==> config.mk <==
export PLATFORM = sky130hd
export DESIGN_NAME = aes_block_tx_ctrl_flat
export DESIGN_NICKNAME = d
export VERILOG_FILES = /design/src/rtl/aes_block_tx_ctrl_if.sv /design/src/rtl/aes_block_tx_ctrl.sv /design/src/flat_wrapper.sv
export SDC_FILE = /design/constraint.sdc
export NUM_CORES = 1
export LEC_CHECK = 0
export CORE_MARGIN = 2
export CORE_UTILIZATION = 30
export CTS_BUF_LIST = sky130_fd_sc_hd__clkbuf_8
export CTS_CLUSTER_DIAMETER = 120
export CTS_CLUSTER_SIZE = 30
export DETAILED_ROUTE_END_ITERATION = 12
export PLACE_DENSITY = 0.6
export SYNTH_ARGS = -nofsm -noshare
export SYNTH_HDL_FRONTEND = slang
export SYNTH_SLANG_ARGS = --single-unit
==> constraint.sdc <==
create_clock -name clock -period 5.15 [get_ports clock]
set_input_delay 1.03 -clock clock [delete_from_list [all_inputs] [get_ports clock]]
set_output_delay 1.03 -clock clock [all_outputs]
set_load 0.02 [all_outputs]
==> src/rtl/aes_block_tx_ctrl_if.sv <==
// Byte-stream valid/ready link from the AES block transmit controller to the UART transmitter.
interface aes_block_tx_ctrl_if;
   logic [7:0] byte_data;
   logic       byte_valid;
   logic       byte_ready;

   modport master (output byte_data, output byte_valid, input byte_ready);
   modport slave  (input byte_data, input byte_valid, output byte_ready);
endinterface

==> src/rtl/aes_block_tx_ctrl.sv <==
// Debounced push-button transmit controller: latches a plaintext or ciphertext block
// and streams it byte by byte to the UART over a valid/ready handshake.
module aes_block_tx_ctrl #(
   parameter int unsigned NUM_BYTES       = 16,
   parameter int unsigned DEBOUNCE_CYCLES = 15000000,
   parameter bit          MSB_FIRST       = 1'b1
) (
   input  logic                             clock,
   input  logic                             rst,
   input  logic                             button,
   input  logic                             switch,
   input  logic [8*NUM_BYTES-1:0]           plain_data,
   input  logic [8*NUM_BYTES-1:0]           cipher_data,
   input  logic                             cipher_valid,
   aes_block_tx_ctrl_if.master              tx,
   output logic                             busy,
   output logic                             done,
   output logic [$clog2(NUM_BYTES+1)-1:0]   bytes_sent
);

   localparam int unsigned DATA_W = 8 * NUM_BYTES;
   localparam int unsigned SENT_W = $clog2(NUM_BYTES + 1);
   localparam int unsigned CNT_W  = $clog2(DEBOUNCE_CYCLES + 1);

   typedef enum logic [1:0] {
      IDLE     = 2'd0,
      WAIT_SRC = 2'd1,
      SEND     = 2'd2,
      FIN      = 2'd3
   } state_t;

   // Byte presented first from a block, honouring the configured byte order.
   function automatic logic [7:0] head_byte(input logic [DATA_W-1:0] v);
      if (MSB_FIRST) return v[DATA_W-1 -: 8];
      else           return v[7:0];
   endfunction

   // Block with its head byte removed, so the next head_byte is the following byte.
   function automatic logic [DATA_W-1:0] drop_byte(input logic [DATA_W-1:0] v);
      if (MSB_FIRST) return v << 8;
      else           return v >> 8;
   endfunction

   // ---------------- debouncer ----------------
   logic             sync1_q;
   logic             sync2_q;
   logic [CNT_W-1:0] deb_cnt_q;
   logic             armed_q;
   logic             trigger_c;

   assign trigger_c = armed_q && (deb_cnt_q == CNT_W'(DEBOUNCE_CYCLES));

   always_ff @(posedge clock or posedge rst) begin
      if (rst) begin
         sync1_q   <= 1'b0;
         sync2_q   <= 1'b0;
         deb_cnt_q <= '0;
         armed_q   <= 1'b1;
      end else begin
         sync1_q <= button;
         sync2_q <= sync1_q;
         if (!sync2_q) begin
            deb_cnt_q <= '0;
            armed_q   <= 1'b1;
         end else begin
            if (deb_cnt_q != CNT_W'(DEBOUNCE_CYCLES)) deb_cnt_q <= deb_cnt_q + CNT_W'(1);
            // one trigger per press: re-armed only once the level goes low again
            if (trigger_c) armed_q <= 1'b0;
         end
      end
   end

   // ---------------- transfer FSM ----------------
   state_t              state_q, state_nx;
   logic [DATA_W-1:0]   sreg_q, sreg_nx;
   logic [7:0]          data_q, data_nx;
   logic                valid_q, valid_nx;
   logic [SENT_W-1:0]   sent_q, sent_nx;
   logic                done_nx;
   logic                busy_nx;
   logic                load_c;
   logic [DATA_W-1:0]   load_src_c;

   always_ff @(posedge clock or posedge rst) begin
      if (rst) begin
         state_q    <= IDLE;
         sreg_q     <= '0;
         data_q     <= '0;
         valid_q    <= 1'b0;
         sent_q     <= '0;
         done       <= 1'b0;
         busy       <= 1'b0;
      end else begin
         state_q    <= state_nx;
         sreg_q     <= sreg_nx;
         data_q     <= data_nx;
         valid_q    <= valid_nx;
         sent_q     <= sent_nx;
         done       <= done_nx;
         busy       <= busy_nx;
      end
   end

   always_comb begin
      state_nx   = state_q;
      sreg_nx    = sreg_q;
      data_nx    = data_q;
      valid_nx   = valid_q;
      sent_nx    = sent_q;
      done_nx    = 1'b0;
      load_c     = 1'b0;
      load_src_c = plain_data;

      case (state_q)
         IDLE: begin
            if (trigger_c) begin
               sent_nx = '0;
               if (!switch) begin
                  load_c     = 1'b1;
                  load_src_c = plain_data;
               end else if (cipher_valid) begin
                  load_c     = 1'b1;
                  load_src_c = cipher_data;
               end else begin
                  state_nx = WAIT_SRC;
               end
            end
         end
         WAIT_SRC: begin
            if (cipher_valid) begin
               load_c     = 1'b1;
               load_src_c = cipher_data;
            end
         end
         SEND: begin
            if (tx.byte_ready) begin
               sent_nx = sent_q + SENT_W'(1);
               if (sent_q == SENT_W'(NUM_BYTES - 1)) begin
                  state_nx = FIN;
                  valid_nx = 1'b0;
                  done_nx  = 1'b1;
               end else begin
                  data_nx = head_byte(sreg_q);
                  sreg_nx = drop_byte(sreg_q);
               end
            end
         end
         FIN: begin
            state_nx = IDLE;
         end
         default: begin
            state_nx = IDLE;
            valid_nx = 1'b0;
         end
      endcase

      // first byte goes straight to the output register; sreg keeps the remainder
      if (load_c) begin
         state_nx = SEND;
         valid_nx = 1'b1;
         data_nx  = head_byte(load_src_c);
         sreg_nx  = drop_byte(load_src_c);
      end

      busy_nx = (state_nx != IDLE);
   end

   assign tx.byte_data  = data_q;
   assign tx.byte_valid = valid_q;
   assign bytes_sent    = sent_q;

endmodule

==> src/flat_wrapper.sv <==
// flat-port wrapper written by rule: the top's interface ports become plain ports
module aes_block_tx_ctrl_flat 
#(
   parameter int unsigned NUM_BYTES       = 16,
   parameter int unsigned DEBOUNCE_CYCLES = 15000000,
   parameter bit          MSB_FIRST       = 1'b1
)
  (clock, rst, button, switch, plain_data, cipher_data, cipher_valid, busy, done, bytes_sent, tx_byte_data, tx_byte_valid, tx_byte_ready);
  aes_block_tx_ctrl_if tx_i ();
  input  logic clock;
  input  logic rst;
  input  logic button;
  input  logic switch;
  input  logic [8*NUM_BYTES-1:0] plain_data;
  input  logic [8*NUM_BYTES-1:0] cipher_data;
  input  logic cipher_valid;
  output logic busy;
  output logic done;
  output logic [$clog2(NUM_BYTES+1)-1:0] bytes_sent;
  output wire logic [$bits(tx_i.byte_data)-1:0] tx_byte_data;
  output wire logic [$bits(tx_i.byte_valid)-1:0] tx_byte_valid;
  input wire logic [$bits(tx_i.byte_ready)-1:0] tx_byte_ready;
  assign tx_byte_data = tx_i.byte_data;
  assign tx_byte_valid = tx_i.byte_valid;
  assign tx_i.byte_ready = tx_byte_ready;
  aes_block_tx_ctrl #(.NUM_BYTES(NUM_BYTES), .DEBOUNCE_CYCLES(DEBOUNCE_CYCLES), .MSB_FIRST(MSB_FIRST)) u_core (.clock(clock), .rst(rst), .button(button), .switch(switch), .plain_data(plain_data), .cipher_data(cipher_data), .cipher_valid(cipher_valid), .tx(tx_i), .busy(busy), .done(done), .bytes_sent(bytes_sent));
endmodule
==> impl_metrics.toml <==
[power]
clockPowerShare = 0.239
pwr-share-seq = 0.399
power.leakage_nw = 6.424
ir_worst_vdd_mv = 0.2210
power.switching_mw = 1.443
netSwitchingFraction = 0.3486
p_int_mw = 2.696
powerDensity_nw_per_um2 = 301.6
combPwrFrac = 0.362

[die]
pin_count = 278
coreArea_um2 = 33530
die_w_um = 188.3
dieArea_um2 = 35460
die_h_um = 188.3
start_util = 0.3039
num_rows = 67

[placed_design]
dp_hpwl_mm = 20.70
port_buffers = 277
gp_congestion = 0.8017

[critical_path]
endpoint_kind = "flop"
arrival_ns = 3.46
crit_family = "buffers and inverters"
timing.rr.start = "u_core.state_q[0]"
crit_fanout = 51
critPathMaxStageDelay_ns = 0.75
critPathLaunchType = "input pin"
path_buf_inv = 2
rr_endpoint = "u_core.sreg_q[77]"
worstPathRequired_ns = 5.51
path_class = "in2reg"
path_cells = "clkdlybuf4s50_1, nor2_1, o21ai_0, or2_4, buf_12, mux2i_1"
rrSetupSlack_ns = 2.36
r2r_cells = 5
cpMaxStageDelayCell = "or2_4"

[global_routing]
grt_use_total = 0.1597
grt-ovfl-total = 0
grt_pass1_wl_mm = 44.75
grt_max_degree = 166
grt_pass1_vias = 8072
antenna_found_initial = 0

[cts]
clock_path_buffers = 2
clock-root-buffer = "clkbuf_8"
post-cts-setup-buffer-count = 0
clk_pin_slew_worst_paths_ns = 0.09
cts_resized = 0
htreeDepth = 4
clk_latency_ns = 0.46
cts_buffers = 17
hold_buffers = 0
cts_sinks = 165
cts_tree = "yes"

[hold_path]
hold_class = "reg2reg"
hold_depth = 0
worst_hold_path.endpoint = "u_core.sync2_q"
holdCritStartpoint = "u_core.sync1_q"

[route]
drt_first_pass_iters = 4
totalWireLength_mm = 28.60
wl_per_cell_um = 17.82
postRouteAntennaNets = 0
vias = 7901
drc = 0
wl_met1_mm = 13.51
drtIter0Drc = 490
vias_per_cell = 4.923
met2_length_mm = 13.20
top_layer = "met4"
met3_length_mm = 1.603

[cells_and_area]
finalNetCount = 1410
layout_common_cells = "276 x clkdlybuf4s50_1, 234 x mux2i_1, 164 x dfrtp_1, 101 x mux2_2, 100 x a22oi_1"
drive_above_1_share = 0.1366
syn_to_final_growth_pct = 34.62
num_antenna_cells = 0
final_common_cell = "clkdlybuf4s50_1"

[yosys]
synth_edf_count = 0
synthMuxAreaShare = 0.3414
synth_top_family_by_area = "multiplexers"
async_reset_ff_frac = 1.000
synth_fa_ha_area_frac = 0.004911
synth-compound-area-share = 0.1134
syn_inst = 912
avgSynthCellArea_um2 = 11.17
yosys.area.top_type = "dfrtp_1"
synth_top_area_share = 0.4027
synth-xor-area-share = 0.01977
synth_cell_types = 52
yosysWarnings = 0
synthFlopType = "dfrtp_1"
syn_nets = 1178
synthSimpleGateAreaFrac = 0.06765
syn-cell-area_um2 = 10190
ys_seq_area_frac = 0.4053
synth.area.top_cells = "dfrtp_1 40%, mux2i_1 23%, mux2_2 11%, a22oi_1 7.4%, clkbuf_1 1.7%"
synth-seq-cells = 165

[sta]
hold_slack_ns = 0.3563
rsz0062_at_grt = "no"
hold_violations = 0
worstMarginPinSlew_ns = 1.126
fin_setup_tns_ns = 0
fin_crit_sh = 0.6008
finalClockSkew_ns = 0.02163
drv_slew = 0
fmax_mhz = 323.2
min_period_ns = 3.094
relSlewSlack = 0.2427
finalSetupViolations = 0

[outcome]
status = "finished, final reports clean"

[flow_run]
drv_cap = 0
## power groups by stage
stage | Clock [mW] | Combinational [mW] | Sequential, mW
global placement | 0 | 1.51 | 1.68
detailed placement | 0 | 1.53 | 1.68
floorplan | 0 | 0.924 | 1.66
finish | 0.990 | 1.50 | 1.65
global route | 1.08 | 1.64 | 1.68
CTS | 1.02 | 1.53 | 1.65
## layer usage
layer	vias up	GRT usage
li1	3879	-
met1	3788	0.2193
met2	218	0.2572
met3	16	0.03781
met4	0	0.03245
met5	-	0
## cells by family after synthesis
logic type | after synthesis
AO/OA/AOI/OAI | 153
XOR/XNOR | 23
adder cells (fa/ha/maj) | 4
buffers and inverters | 101
flip-flops | 165
multiplexers | 335
AND/OR/NAND/NOR | 131
## cell usage after synthesis, types with 8 or more instances
master and number:
mux2i_1 234, dfrtp_1 164, mux2_2 101, a22oi_1 100
clkbuf_1 45, nand2_1 43, inv_1 26, and2_1 24
xnor2_1 16, buf_2 15, o221ai_1 14, nor2_1 13
buf_6 10, nand3_1 10, a21oi_1 8
## per-stage QoR
step                std cells  instance area, um2  setup WS, ns    util  power (mW)
global route             1605               13720         1.905  0.4091       4.399
CTS                      1605               13720         2.055  0.4091       4.203
global placement         1573               13310         1.618  0.3968       3.181
detailed placement       1573               13310         1.586  0.3968       3.207
floorplan                 912               10190         2.022       -       2.589
finish                   1605               13720         2.056  0.4091       4.138
## worst register-to-register path: stages (launching register included)
cell and delay (ns):
dfrtp_1 0.73, nor2_1 0.17, o21ai_0 0.37, or2_4 0.75, buf_12 0.39, mux2i_1 0.29
## worst max path at each step
stage / startpoint / to / slack (ns) / depth (start not counted)
3_5_place_dp: switch / u_core.sreg_q[46] / 1.59 / 6
5_1_grt: switch / u_core.sreg_q[34] / 1.90 / 6
3_3_place_gp: switch / u_core.sreg_q[78] / 1.62 / 6
4_1_cts: switch / u_core.sreg_q[77] / 2.06 / 6
2_1_floorplan: rst / u_core.busy / 2.02 / 1
6_report: switch / u_core.sreg_q[77] / 2.06 / 6
## layout make-up
type / instances / area [um2]
Clock inverter: 14 / 165.2
Timing Repair Buffer: 288 / 2903
Tap cell: 448 / 560.5
Multi-Input combinational cell: 646 / 5612
Inverter: 26 / 101.3
Sequential cell: 165 / 4130
Fill cell: 3301 / 19810
Clock buffer: 18 / 247.7
## sequential cells by signal, summed over array words and instances, names as in the netlist
signal                flops
u_core.bytes_sent         5
u_core.done               1
u_core.state_q            2
u_core.deb_cnt_q         24
u_core.sreg_q           120
u_core.armed_q            1
u_core.tx.byte_valid      1
u_core.tx.byte_data       8
u_core.busy               1
u_core.sync2_q            1
u_core.sync1_q            1
Note: power is estimated with default switching activity, not from simulation.
